File: config.mk
export PLATFORM = sky130hd
export DESIGN_NAME = axi4_mem_arbiter
export DESIGN_NICKNAME = d
export VERILOG_FILES = /design/src/rtl/axi4_mem_arbiter_pkg.sv /design/src/rtl/axi4_mem_arbiter_arb_rr2.sv /design/src/rtl/axi4_mem_arbiter.sv
export SDC_FILE = /design/constraint.sdc
export NUM_CORES = 1
export LEC_CHECK = 0
export ABC_AREA = 1
export CAP_MARGIN = 20
export CORE_AREA = 5 5 246 248
export DETAILED_ROUTE_END_ITERATION = 12
export DIE_AREA = 0 0 251 253
export GPL_TIMING_DRIVEN = 0
export HOLD_SLACK_MARGIN = 0.12
export SYNTH_ARGS = -nofsm -noshare
export SYNTH_HDL_FRONTEND = slang
export SYNTH_SLANG_ARGS = --single-unit
File: constraint.sdc
create_clock -name clock -period 2.5 [get_ports clock]
set_clock_uncertainty 0.1 [all_clocks]
set_input_delay 0.5 -clock clock [delete_from_list [all_inputs] [get_ports clock]]
set_output_delay 0.5 -clock clock [all_outputs]
set_load 0.005 [all_outputs]
File: src/rtl/axi4_mem_arbiter_pkg.sv
// rtl/axi4_mem_arbiter_pkg.sv - shared state encoding, AXI response codes and width defaults for axi4_mem_arbiter
package axi4_mem_arbiter_pkg;

    typedef enum logic [1:0] {
        IDLE  = 2'b00,
        RD_M0 = 2'b01,
        RD_M1 = 2'b10,
        WR_M1 = 2'b11
    } arb_state_t;

    localparam logic [1:0] RESP_OKAY   = 2'b00;
    localparam logic [1:0] RESP_SLVERR = 2'b10;

    localparam int ADDR_W_DEF = 32;
    localparam int DATA_W_DEF = 64;
    localparam int ID_W_DEF   = 4;

endpackage

File: src/rtl/axi4_mem_arbiter_arb_rr2.sv
// rtl/axi4_mem_arbiter_arb_rr2.sv - two-requester round-robin picker with its pointer register
module arb_rr2 (
    input  logic       clock,
    input  logic       reset,
    input  logic [1:0] req,
    input  logic       advance,
    output logic [1:0] gnt
);

    // ptr names the requester granted least recently; it wins a tie
    logic ptr;

    // one-hot grant: a lone requester always wins, a tie goes to ptr
    always_comb begin
        gnt = 2'b00;
        if (req == 2'b11) begin
            gnt = ptr ? 2'b10 : 2'b01;
        end else begin
            gnt = req;
        end
    end

    // pointer moves to the other requester whenever a grant is taken
    always_ff @(posedge clock) begin
        if (reset) begin
            ptr <= 1'b0;
        end else if (advance && (gnt != 2'b00)) begin
            ptr <= gnt[0];
        end
    end

endmodule

File: src/rtl/axi4_mem_arbiter.sv
// rtl/axi4_mem_arbiter.sv - two-master (IFU read-only, LSU read/write) to one pmem slave AXI4 arbiter; ARB_FIXED_PRIO_EN selects fixed LSU priority
module axi4_mem_arbiter
    import axi4_mem_arbiter_pkg::*;
#(
    parameter int ADDR_W = ADDR_W_DEF,
    parameter int DATA_W = DATA_W_DEF,
    parameter int ID_W   = ID_W_DEF
) (
    input  logic                clock,
    input  logic                reset,
    // master 0 (IFU) read
    input  logic                m0_arvalid,
    output logic                m0_arready,
    input  logic [ADDR_W-1:0]   m0_araddr,
    input  logic [ID_W-1:0]     m0_arid,
    input  logic [7:0]          m0_arlen,
    input  logic [2:0]          m0_arsize,
    input  logic [1:0]          m0_arburst,
    output logic                m0_rvalid,
    input  logic                m0_rready,
    output logic [1:0]          m0_rresp,
    output logic [DATA_W-1:0]   m0_rdata,
    output logic                m0_rlast,
    output logic [ID_W-1:0]     m0_rid,
    // master 1 (LSU) read
    input  logic                m1_arvalid,
    output logic                m1_arready,
    input  logic [ADDR_W-1:0]   m1_araddr,
    input  logic [ID_W-1:0]     m1_arid,
    input  logic [7:0]          m1_arlen,
    input  logic [2:0]          m1_arsize,
    input  logic [1:0]          m1_arburst,
    output logic                m1_rvalid,
    input  logic                m1_rready,
    output logic [1:0]          m1_rresp,
    output logic [DATA_W-1:0]   m1_rdata,
    output logic                m1_rlast,
    output logic [ID_W-1:0]     m1_rid,
    // master 1 (LSU) write
    input  logic                m1_awvalid,
    output logic                m1_awready,
    input  logic [ADDR_W-1:0]   m1_awaddr,
    input  logic [ID_W-1:0]     m1_awid,
    input  logic [7:0]          m1_awlen,
    input  logic [2:0]          m1_awsize,
    input  logic [1:0]          m1_awburst,
    input  logic                m1_wvalid,
    output logic                m1_wready,
    input  logic [DATA_W-1:0]   m1_wdata,
    input  logic [DATA_W/8-1:0] m1_wstrb,
    input  logic                m1_wlast,
    output logic                m1_bvalid,
    input  logic                m1_bready,
    output logic [1:0]          m1_bresp,
    output logic [ID_W-1:0]     m1_bid,
    // slave side toward pmem
    output logic                s_arvalid,
    input  logic                s_arready,
    output logic [ADDR_W-1:0]   s_araddr,
    output logic [ID_W-1:0]     s_arid,
    output logic [7:0]          s_arlen,
    output logic [2:0]          s_arsize,
    output logic [1:0]          s_arburst,
    input  logic                s_rvalid,
    output logic                s_rready,
    input  logic [1:0]          s_rresp,
    input  logic [DATA_W-1:0]   s_rdata,
    input  logic                s_rlast,
    input  logic [ID_W-1:0]     s_rid,
    output logic                s_awvalid,
    input  logic                s_awready,
    output logic [ADDR_W-1:0]   s_awaddr,
    output logic [ID_W-1:0]     s_awid,
    output logic [7:0]          s_awlen,
    output logic [2:0]          s_awsize,
    output logic [1:0]          s_awburst,
    output logic                s_wvalid,
    input  logic                s_wready,
    output logic [DATA_W-1:0]   s_wdata,
    output logic [DATA_W/8-1:0] s_wstrb,
    output logic                s_wlast,
    input  logic                s_bvalid,
    output logic                s_bready,
    input  logic [1:0]          s_bresp,
    input  logic [ID_W-1:0]     s_bid
);

    arb_state_t state;
    arb_state_t state_next;
    logic       ar_done;
    logic       aw_done;
    logic       w_done;
    logic       m1_rd_req;
    logic [1:0] req;
    logic [1:0] gnt;

    // LSU read outranks LSU write; a write only counts once AW and W are both offered
    assign m1_rd_req = m1_arvalid;
    assign req       = {m1_arvalid | (m1_awvalid & m1_wvalid), m0_arvalid};

`ifdef ARB_FIXED_PRIO_EN
    assign gnt = {req[1], req[0] & ~req[1]};
`else
    logic rr_advance;
    assign rr_advance = (state == IDLE);

    arb_rr2 u_arb_rr2 (
        .clock   (clock),
        .reset   (reset),
        .req     (req),
        .advance (rr_advance),
        .gnt     (gnt)
    );
`endif

    // grant state register
    always_ff @(posedge clock) begin
        if (reset) begin
            state <= IDLE;
        end else begin
            state <= state_next;
        end
    end

    // per-grant handshake-done flags so each address/data beat is offered to pmem only once
    always_ff @(posedge clock) begin
        if (reset || (state == IDLE)) begin
            ar_done <= 1'b0;
            aw_done <= 1'b0;
            w_done  <= 1'b0;
        end else begin
            if (s_arvalid && s_arready) ar_done <= 1'b1;
            if (s_awvalid && s_awready) aw_done <= 1'b1;
            if (s_wvalid && s_wready)   w_done  <= 1'b1;
        end
    end

    // next-state and channel routing; everything idles at zero unless the state grants it
    always_comb begin
        state_next = state;
        s_arvalid  = 1'b0;
        s_araddr   = '0;
        s_arid     = '0;
        s_arlen    = '0;
        s_arsize   = '0;
        s_arburst  = '0;
        s_rready   = 1'b0;
        s_awvalid  = 1'b0;
        s_awaddr   = '0;
        s_awid     = '0;
        s_awlen    = '0;
        s_awsize   = '0;
        s_awburst  = '0;
        s_wvalid   = 1'b0;
        s_wdata    = '0;
        s_wstrb    = '0;
        s_wlast    = 1'b0;
        s_bready   = 1'b0;
        m0_arready = 1'b0;
        m0_rvalid  = 1'b0;
        m0_rresp   = RESP_OKAY;
        m0_rdata   = '0;
        m0_rlast   = 1'b0;
        m0_rid     = '0;
        m1_arready = 1'b0;
        m1_rvalid  = 1'b0;
        m1_rresp   = RESP_OKAY;
        m1_rdata   = '0;
        m1_rlast   = 1'b0;
        m1_rid     = '0;
        m1_awready = 1'b0;
        m1_wready  = 1'b0;
        m1_bvalid  = 1'b0;
        m1_bresp   = RESP_OKAY;
        m1_bid     = '0;
        case (state)
            IDLE: begin
                if (gnt[1]) begin
                    state_next = m1_rd_req ? RD_M1 : WR_M1;
                end else if (gnt[0]) begin
                    state_next = RD_M0;
                end
            end
            RD_M0: begin
                s_arvalid  = m0_arvalid && !ar_done;
                s_araddr   = m0_araddr;
                s_arid     = m0_arid;
                s_arlen    = m0_arlen;
                s_arsize   = m0_arsize;
                s_arburst  = m0_arburst;
                m0_arready = s_arready && !ar_done;
                m0_rvalid  = s_rvalid;
                m0_rresp   = s_rresp;
                m0_rdata   = s_rdata;
                m0_rlast   = s_rlast;
                m0_rid     = s_rid;
                s_rready   = m0_rready;
                if (s_rvalid && m0_rready && s_rlast) state_next = IDLE;
            end
            RD_M1: begin
                s_arvalid  = m1_arvalid && !ar_done;
                s_araddr   = m1_araddr;
                s_arid     = m1_arid;
                s_arlen    = m1_arlen;
                s_arsize   = m1_arsize;
                s_arburst  = m1_arburst;
                m1_arready = s_arready && !ar_done;
                m1_rvalid  = s_rvalid;
                m1_rresp   = s_rresp;
                m1_rdata   = s_rdata;
                m1_rlast   = s_rlast;
                m1_rid     = s_rid;
                s_rready   = m1_rready;
                if (s_rvalid && m1_rready && s_rlast) state_next = IDLE;
            end
            WR_M1: begin
                s_awvalid  = m1_awvalid && !aw_done;
                s_awaddr   = m1_awaddr;
                s_awid     = m1_awid;
                s_awlen    = m1_awlen;
                s_awsize   = m1_awsize;
                s_awburst  = m1_awburst;
                m1_awready = s_awready && !aw_done;
                s_wvalid   = m1_wvalid && !w_done;
                s_wdata    = m1_wdata;
                s_wstrb    = m1_wstrb;
                s_wlast    = m1_wlast;
                m1_wready  = s_wready && !w_done;
                m1_bvalid  = s_bvalid;
                m1_bresp   = s_bresp;
                m1_bid     = s_bid;
                s_bready   = m1_bready;
                if (s_bvalid && m1_bready) state_next = IDLE;
            end
            default: state_next = IDLE;
        endcase
    end

endmodule

Word-level counts from Yosys, hierarchy flattened --
Cells that the tools add are included. W data, S select, Z words.
Cells by class: equality and inequality tests 8, reductions and logical operators 23, mux-type cells 44, bitwise logic cells 2
Operators by type and width (number):
- $mux W64 | 3
- $pmux W32 S2 | 1
- $mux W32 | 1
- $mux W2 | 11
- $logic_and A1 B1 Y1 | 16
- $mux W4 | 4
- $mux W8 | 2
- $pmux W8 S2 | 1
- $mux W1 | 14
- $pmux W2 S4 | 1
- $pmux W4 S2 | 1
- $eq A2 B2 Y1 const B | 3
- $ne A2 B2 Y1 const B | 3
- $pmux W3 S2 | 1
- $pmux W1 S2 | 2
- $pmux W2 S2 | 1
- $reduce_and A4 Y1 | 1
- $logic_not A1 Y1 | 3
- $mux W3 | 1
- $ne A3 B3 Y1 const B | 1
- $eq A2 B1 Y1 const B | 1
- $logic_not A2 Y1 | 1
- $reduce_bool A2 Y1 | 1
- $and A1 B1 Y1 | 1
- other kinds (2) | 2
Word-level totals: register bits after elaboration 6, input port bits 311, logic and storage cells 82, output and inout bits 331

Logic depth before layout (Yosys ltp) --
Gate-level depths: netlist of the first run.
depth in word-level cells 7, mapped depth 10

By module --
A second synthesis of the first run with hierarchy kept.
Unflattened totals: cells, all modules 821, area, all modules 3484.6 um2
By module, submodules not included:
- axi4_mem_arbiter | cells each 813, instances 1, area each 3424.5 um2
- arb_rr2 | cells each 8, instances 1, area each 60.1 um2

Worst setup path before layout of the first run --
Ideal clock, no wire load.
path type register to output, start point reg state[0], end point out s_araddr[0], path buffers 1, cell stages (with the launch flop) 6, setup slack 0.731 ns, data required time 1.900 ns, arrival time 1.169 ns, cell sequence dfxtp_1 inv_1 ha_1 inv_1 clkbuf_1 a21oi_1
Between the ends: longest elaborated chain between the ends 2
RTL lines:
- from (decl) | line axi4_mem_arbiter.sv:88 | arb_state_t state;
- from (signal assigned) | line axi4_mem_arbiter.sv:121 | state <= state_next;
- $eq A2 B2 Y1 or $eq A2 B1 Y1 (tied branches) | line axi4_mem_arbiter.sv:176 | case (state)
- $pmux W32 S2 * | line axi4_mem_arbiter.sv:176
- to (decl) | line axi4_mem_arbiter.sv:59 | output logic [ADDR_W-1:0] s_araddr,
Mark *: on every way between the ends. The rest lies on a longest branch, timed or not.

Final worst setup path of the first run --
start point reg state[0], end point out s_araddr[2]
The elaborated chain is that of the path after synthesis.

==> flow_results.xml, run 1 <==
<?xml version="1.0" encoding="UTF-8"?>
<metrics>
  <group name="sta">
    <metric name="fin_hold_ws" unit="ns">0.371</metric>
    <metric name="remaining_max_slew_budget_at_the_tightest_pin" unit="">0.797</metric>
    <metric name="final-setup-viol-count" unit="">71</metric>
    <metric name="hold_viol_final" unit="">0</metric>
    <metric name="layout_min_cycle_time" unit="ns">2.65</metric>
    <metric name="setup_repair_after_global_routing_missed_its_margin" unit="">yes</metric>
    <metric name="report.final.slew_viol_count" unit="">0</metric>
    <metric name="fmax" unit="MHz">378</metric>
    <metric name="period_share" unit="">1.06</metric>
    <metric name="finalWorstSetupSlack" unit="ns">-0.146</metric>
    <metric name="actual_transition_at_the_worst_max_transition_pin" unit="ns">0.303</metric>
  </group>
  <group name="synth">
    <metric name="synthesis.area_per_instance" unit="um2">4.21</metric>
    <metric name="synth_area" unit="mm2">0.00344</metric>
    <metric name="yosys_warnings" unit="">0</metric>
    <metric name="ranking_of_synthesized_cells_by_area" unit="">nand2_1 (43%), inv_1 (30%), a21oi_1 (7.7%)</metric>
    <metric name="postSynth.asyncResetShare" unit="">0</metric>
    <metric name="ys_seq_area_frac" unit="">0.0349</metric>
    <metric name="yosysMostFrequentCell" unit="">nand2_1</metric>
    <metric name="number_of_flops_mapped_to_enable_cells_by_yosys" unit="">0</metric>
    <metric name="synthesized_flop_and_latch_total" unit="">6</metric>
    <metric name="synth_nets" unit="">1134</metric>
    <metric name="post_synth_inst_count" unit="">818</metric>
    <metric name="number_of_distinct_library_cells_after_synthesis" unit="">21</metric>
    <metric name="synth.cells.most_frequent" unit="">nand2_1 (394), inv_1 (278), a21oi_1 (53)</metric>
    <metric name="synthDominantCellAreaShare" unit="">0.430</metric>
    <metric name="synth_top_cell_by_area" unit="">nand2_1</metric>
    <metric name="yosys_most_used_dff" unit="">dfxtp_1</metric>
  </group>
  <group name="run">
    <metric name="timing.max_cap.violations" unit="">0</metric>
  </group>
  <group name="placement">
    <metric name="finalWeightedCongestion" unit="">0.916</metric>
    <metric name="buffer_ports.inserted" unit="">641</metric>
    <metric name="dp_hpwl" unit="um">30000</metric>
  </group>
  <group name="critical_path">
    <metric name="cp_num_buf_inv" unit="">4</metric>
    <metric name="worst_setup_path_end_kind" unit="">primary output</metric>
    <metric name="cpMaxStageDelayCell" unit="">clkdlybuf4s50_1</metric>
    <metric name="timing.critical_path.max_delay_family" unit="">buffers and inverters</metric>
    <metric name="crit_fanout" unit="">10</metric>
    <metric name="critical_path.startpoint_type" unit="">register</metric>
    <metric name="critPathRequiredTime" unit="ns">1.90</metric>
    <metric name="crit_path_max_cell_delay" unit="ns">0.54</metric>
    <metric name="critical_path_class" unit="">reg2out</metric>
    <metric name="path_cells" unit="">inv_4, ha_2, buf_12, buf_6, nand2_1, a21oi_4, clkdlybuf4s50_1</metric>
    <metric name="worst_path_arrival_time" unit="ns">2.05</metric>
  </group>
  <group name="final_layout">
    <metric name="fin_nets" unit="">1832</metric>
    <metric name="utilization" unit="">0.217</metric>
    <metric name="area_growth_syn_to_layout" unit="%">267</metric>
    <metric name="antenna_cells_inserted" unit="">0</metric>
    <metric name="post_route_cells_drive_above_1_share" unit="">0.114</metric>
  </group>
  <group name="floorplan">
    <metric name="chipHeight" unit="um">253</metric>
    <metric name="placementRows" unit="">89</metric>
    <metric name="effective_utilization_at_floorplan" unit="">0.0591</metric>
    <metric name="dieWidth" unit="um">251</metric>
    <metric name="top_level_ports" unit="">642</metric>
    <metric name="die_area" unit="mm2">0.0635</metric>
    <metric name="core_area" unit="mm2">0.0582</metric>
  </group>
  <group name="run_status">
    <metric name="violations_in_the_final_reports" unit="">negative setup slack</metric>
    <metric name="status" unit="">finished, violations left</metric>
  </group>
  <group name="worst_hold_path">
    <metric name="hold_path_class" unit="">reg2reg</metric>
  </group>
  <group name="routing">
    <metric name="drtAntennaViolNets" unit="">0</metric>
    <metric name="detail_route.first_pass.iterations" unit="">4</metric>
    <metric name="via_per_inst" unit="">3.12</metric>
    <metric name="drt_iter0_drc" unit="">257</metric>
    <metric name="wl_per_cell" unit="um">16.0</metric>
    <metric name="route.vias.total" unit="">7139</metric>
    <metric name="drc" unit="">0</metric>
    <metric name="routed_wire_length" unit="um">36700</metric>
  </group>
  <group name="clock_network">
    <metric name="cts.root.buffer_cell" unit="">clkbuf_16</metric>
    <metric name="clkTransAtPathRegs" unit="ns">0.03</metric>
    <metric name="worstSkewPairLatency" unit="ns">0.23</metric>
    <metric name="tritoncts_num_sinks" unit="">6</metric>
    <metric name="tritoncts_clock_tree" unit="">yes</metric>
    <metric name="cts-buffers-inserted" unit="">3</metric>
    <metric name="cts.path.max_buffers" unit="">2</metric>
    <metric name="cts-htree-levels" unit="">1</metric>
  </group>
  <group name="grt">
    <metric name="antenna_found_initial" unit="">3</metric>
    <metric name="first_global_vias" unit="">6937</metric>
    <metric name="grt.total_usage" unit="">0.0974</metric>
    <metric name="largest_net_degree_at_the_start_of_global_routing" unit="">11</metric>
    <metric name="globalRouteOverflowTotal" unit="">0</metric>
    <metric name="grt_pass1_wl" unit="um">45900</metric>
  </group>
  <group name="power">
    <metric name="power.density_cell_area" unit="mW/mm2">587</metric>
    <metric name="p_leak" unit="nW">9.37</metric>
    <metric name="ir_drop" unit="mV">0.452</metric>
  </group>
</metrics>
-- final timing paths --
kind	startpoint	endpoint	slack [ns]	depth (start not counted)
max	state[0]	s_araddr[2]	-0.15	7
min	u_arb_rr2.ptr	u_arb_rr2.ptr	0.37	1
max reg2reg	state[0]	state[0]	0.76	10
min reg2reg	u_arb_rr2.ptr	u_arb_rr2.ptr	0.37	1
-- routing by layer --
layer / wire length, um / global-route usage / vias to the layer above
li1: - / - / 3599
met1: 14100 / 0.106 / 3073
met2: 18400 / 0.180 / 421
met3: 2880 / 0.0248 / 42
met4: 1380 / 0.0382 / 4
met5: 14 / 0 / -
-- report_power, final --
part	switching, mW	internal, mW
Clock	0.0581	0.206
Sequential	0.0332	0.129
Combinational	3.16	3.84
Total	3.25	4.17
-- metrics by stage --
stage	instance area [um2]	TNS, ns	std cells	power [mW]	setup slack [ns]
after floorplan	3440	0	818	2.12	0.731
after global placement	10800	-50.47	2232	5.67	-0.633
after detailed placement	10800	-54.98	2232	5.65	-0.639
after CTS	11600	-13.28	2256	7.16	-0.191
after global routing	12600	-11.33	2287	7.98	-0.226
final	12600	-5.23	2287	7.43	-0.146
-- repair_timing --
item                                    4_1_cts  5_1_grt
cloned                                        9       11
endpoints found under the setup margin      329      231
pin swaps                                     0        1
hold buffers                                  0        0
resized for setup                           202      260
buffers inserted                             13       23
-- layout by cell type, fill, tap and decap left out --
cell	n
a31oi_1	1
o21ai_0	1
clkbuf_4	1
nor2_2	6
inv_4	1
nand2_1	378
dfxtp_4	2
dlymetal6s2s_1	151
or2_2	1
clkdlybuf4s15_2	1
inv_1	272
buf_6	4
ha_2	1
and3_1	2
dfxtp_1	4
a21oi_1	41
or2_4	1
nand3_1	5
buf_12	19
inv_6	1
ha_4	3
a21oi_4	4
nand2_2	17
clkbuf_2	7
buf_16	5
nor2_1	4
nor2_4	1
clkbuf_16	14
clkdlybuf4s50_1	406
ha_1	1
clkbuf_8	3
buf_4	36
a21boi_2	1
bufbuf_16	5
a21oi_2	8
buf_8	17
dlygate4sd2_1	47
nand2_4	1
inv_2	13
clkdlybuf4s15_1	28
-- flip-flops by register name, indices dropped and copies added (netlist names) --
name / flops
aw_done: 1
w_done: 1
ar_done: 1
state: 2
u_arb_rr2.ptr: 1
-- kinds of logic (layout without fill, tap and decap cells) --
logic type                 Yosys count  in the layout  synth area share
buffers and inverters              335           1031             0.397
adders and majority gates            5              5            0.0182
DFF                                  6              6            0.0349
and+or+nand+nor                    416            416             0.466
AOI/OAI and AO/OA                   56             56            0.0836
-- layout make-up --
| type | count | area, um2 |
|---|---|---|
| fill | 6522 | 45600 |
| timing repair buffer | 695 | 7580 |
| multi-input combinational | 477 | 2120 |
| inverter | 287 | 1080 |
| tap | 773 | 967 |
| buffer | 46 | 682 |
| sequential | 6 | 128 |
| clock buffer | 3 | 75.1 |
(Power assumes the default switching activity.)
==> run 2: changes to the inputs <==
- REMOVE_ABC_BUFFERS: default -> 1
==> run 2 against run 1 <==
  * Count of clock-buffer cells in the layout unchanged
  * Combinational power down 5.6%
  * Die area unchanged
  * Critical endpoint is now m0_rdata[26]
  * Sequential share of layout area up 0.081 points
  * Largest power group unchanged
  * Sequential power up 4%
  * Global-route usage down 0.075 points
  * The run still ends with negative setup slack left
==> flow_results.xml, run 2 (synthesized netlist as in run 1, its figures left out) <==
<?xml version="1.0" encoding="UTF-8"?>
<metrics>
  <group name="grt">
    <metric name="grt.met3_usage" unit="">0.0301</metric>
    <metric name="antenna_found_initial" unit="">7</metric>
    <metric name="grt_use_met1" unit="">0.120</metric>
    <metric name="grt_pass1_wl" unit="um">45700</metric>
    <metric name="first_global_vias" unit="">6588</metric>
    <metric name="grt.total_usage" unit="">0.0967</metric>
    <metric name="global_route_layer_with_the_greatest_usage" unit="">met2</metric>
    <metric name="largest_net_degree_at_the_start_of_global_routing" unit="">46</metric>
    <metric name="gr-usage-met2" unit="">0.167</metric>
    <metric name="globalRouteOverflowTotal" unit="">0</metric>
  </group>
  <group name="routing">
    <metric name="drt_iter0_drc" unit="">302</metric>
    <metric name="wl_per_cell" unit="um">15.5</metric>
    <metric name="via_per_inst" unit="">3.03</metric>
    <metric name="drc" unit="">0</metric>
    <metric name="detail_route.first_pass.iterations" unit="">7</metric>
    <metric name="drtAntennaViolNets" unit="">0</metric>
    <metric name="routed_wire_length" unit="um">35000</metric>
    <metric name="route.vias.total" unit="">6815</metric>
  </group>
  <group name="floorplan">
    <metric name="die_area" unit="mm2">0.0635</metric>
    <metric name="core_area" unit="mm2">0.0582</metric>
    <metric name="chipHeight" unit="um">253</metric>
    <metric name="dieWidth" unit="um">251</metric>
    <metric name="top_level_ports" unit="">642</metric>
    <metric name="placementRows" unit="">89</metric>
    <metric name="effective_utilization_at_floorplan" unit="">0.0591</metric>
  </group>
  <group name="power">
    <metric name="switching_share" unit="">0.457</metric>
    <metric name="internal-power" unit="mW">3.82</metric>
    <metric name="power.density_cell_area" unit="mW/mm2">602</metric>
    <metric name="combinationalPowerShare" unit="">0.939</metric>
    <metric name="ir_drop" unit="mV">0.326</metric>
    <metric name="share_clk_of_total_power" unit="">0.037</metric>
    <metric name="p_sw" unit="mW">3.22</metric>
    <metric name="p_leak" unit="nW">7.48</metric>
    <metric name="fraction_of_power_consumed_by_sequential_logic" unit="">0.024</metric>
  </group>
  <group name="final_layout">
    <metric name="most_frequent_cells_in_the_layout" unit="">clkdlybuf4s50_1 (459), nand2_1 (386), inv_1 (273), dlygate4sd2_1 (127), a21oi_1 (47)</metric>
    <metric name="max_flop_register" unit="">state</metric>
    <metric name="finalNonFillerCells" unit="">2251</metric>
    <metric name="flip_flop_count_of_the_largest_register_after_layout" unit="">2</metric>
    <metric name="layout.filler_cells" unit="">6599</metric>
    <metric name="utilization" unit="">0.201</metric>
    <metric name="area_growth_syn_to_layout" unit="%">240</metric>
    <metric name="stdcell_area" unit="mm2">0.0117</metric>
    <metric name="final_common_cell" unit="">clkdlybuf4s50_1</metric>
    <metric name="post_route_cells_drive_above_1_share" unit="">0.0807</metric>
    <metric name="fin_nets" unit="">1792</metric>
  </group>
  <group name="clock_network">
    <metric name="clkTransAtPathRegs" unit="ns">0.04</metric>
    <metric name="cts.root.buffer_cell" unit="">clkbuf_16</metric>
    <metric name="cts-htree-levels" unit="">1</metric>
    <metric name="cts-buffers-inserted" unit="">3</metric>
    <metric name="tritoncts_num_sinks" unit="">6</metric>
    <metric name="cts.path.max_buffers" unit="">2</metric>
    <metric name="tritoncts_clock_tree" unit="">yes</metric>
    <metric name="worstSkewPairLatency" unit="ns">0.23</metric>
    <metric name="cts.hold.buffers_added" unit="">0</metric>
  </group>
  <group name="sta">
    <metric name="final-setup-viol-count" unit="">19</metric>
    <metric name="fmax" unit="MHz">396</metric>
    <metric name="remaining_max_slew_budget_at_the_tightest_pin" unit="">0.820</metric>
    <metric name="layout_min_cycle_time" unit="ns">2.52</metric>
    <metric name="report.final.slew_viol_count" unit="">0</metric>
    <metric name="actual_transition_at_the_worst_max_transition_pin" unit="ns">0.269</metric>
    <metric name="finalWorstSetupSlack" unit="ns">-0.0239</metric>
    <metric name="period_share" unit="">1.01</metric>
    <metric name="hold_viol_final" unit="">0</metric>
    <metric name="setup_repair_after_global_routing_missed_its_margin" unit="">yes</metric>
  </group>
  <group name="critical_path">
    <metric name="worst_setup_path_end_kind" unit="">primary output</metric>
    <metric name="crit_fanout" unit="">20</metric>
    <metric name="critical_path_class" unit="">reg2out</metric>
    <metric name="worst_path_arrival_time" unit="ns">1.92</metric>
    <metric name="critical_path.startpoint_type" unit="">register</metric>
    <metric name="critPathRequiredTime" unit="ns">1.90</metric>
  </group>
  <group name="placement">
    <metric name="dpl-instance-area" unit="mm2">0.0107</metric>
    <metric name="placed_cells_incl_taps" unit="">2188</metric>
    <metric name="dp_hpwl" unit="um">24700</metric>
    <metric name="buffer_ports.inserted" unit="">641</metric>
    <metric name="dp_worst_setup_slack" unit="ns">-0.558</metric>
    <metric name="finalWeightedCongestion" unit="">0.846</metric>
  </group>
  <group name="worst_hold_path">
    <metric name="hold_path_class" unit="">reg2reg</metric>
  </group>
  <group name="run_status">
    <metric name="status" unit="">finished, violations left</metric>
    <metric name="violations_in_the_final_reports" unit="">negative setup slack</metric>
  </group>
  <group name="run">
    <metric name="timing.max_cap.violations" unit="">0</metric>
  </group>
</metrics>
==> run 2: cell count changes in the layout (fill, tap and decap cells not counted), moves of 10 or more <==
cell             previous run  this run
buf_16                      5        15
dlymetal6s2s_1            151        44
clkdlybuf4s50_1           406       459
buf_4                      36        24
buf_8                      17         0
dlygate4sd2_1              47       127
clkdlybuf4s15_1            28         0
==> run 2: area by class of cell <==
| cell class | count | area (um2) | share of cell area |
|---|---|---|---|
| Timing Repair Buffer | 701 | 7370 | 0.630 |
| Multi-Input combinational cell | 477 | 2060 | 0.176 |
| Inverter | 287 | 1090 | 0.0931 |
| Tap cell | 773 | 967 | 0.0827 |
| Sequential cell | 6 | 128 | 0.0109 |
| Clock buffer | 3 | 75.1 | 0.00642 |
| Antenna cell | 4 | 10.0 | 0.000856 |
==> run 2: metal layers <==
layer / wire length (um) / up-vias / part of all wire
li1: - / 3523 / -
met1: 14400 / 2921 / 0.41
met2: 16900 / 338 / 0.48
met3: 3140 / 25 / 0.090
met4: 431 / 8 / 0.012
met5: 49 / - / 0.0014
==> run 2: critical path, stage by stage, from the launching register on <==
cell and delay (ns):
dfxtp_4 0.39, inv_6 0.05, ha_4 0.17, buf_12 0.13
buf_12 0.13, buf_12 0.12, buf_4 0.13, clkbuf_16 0.19
nand2_1 0.07, inv_1 0.03, dlygate4sd2_1 0.26
==> run 2: per-stage QoR <==
stage	hold slack, ns	total power [mW]	setup TNS, ns
after global placement	0.359	4.72	-1007.69
after CTS	0.363	6.92	-1.35
final	0.361	7.04	-0.309
after global routing	0.374	7.63	-1.66
after floorplan	0.332	2.04	-295.16
after detailed placement	0.358	5.24	-63.61
==> run 2: power by group through the flow <==
stage	combinational [mW]	sequential [mW]	clock, mW
final	6.61	0.168	0.264
after global routing	7.18	0.172	0.276
after CTS	6.48	0.168	0.271
after detailed placement	5.09	0.148	0
after global placement	4.59	0.134	0
after floorplan	1.91	0.133	0
==> run 2: path summary, 6_finish.rpt <==
path                   end     startpoint  cells after the start  slack, ns
min reg2reg  u_arb_rr2.ptr  u_arb_rr2.ptr                      1       0.36
max reg2reg       state[1]       state[1]                     14       0.45
max           m0_rdata[26]       state[1]                     10      -0.02
min          u_arb_rr2.ptr  u_arb_rr2.ptr                      1       0.36
==> run 2: timing repair <==
action	4_1_cts	5_1_grt
pin swaps	4	3
setup endpoints to repair	329	138
cloned	12	3
resized for setup	179	75
setup buffers	27	15
==> run 3: changes to the inputs <==
- REMOVE_ABC_BUFFERS: 1 -> default
==> results of run 3 <==
The final DEF is identical to that of run 1; final timing and power are the same.
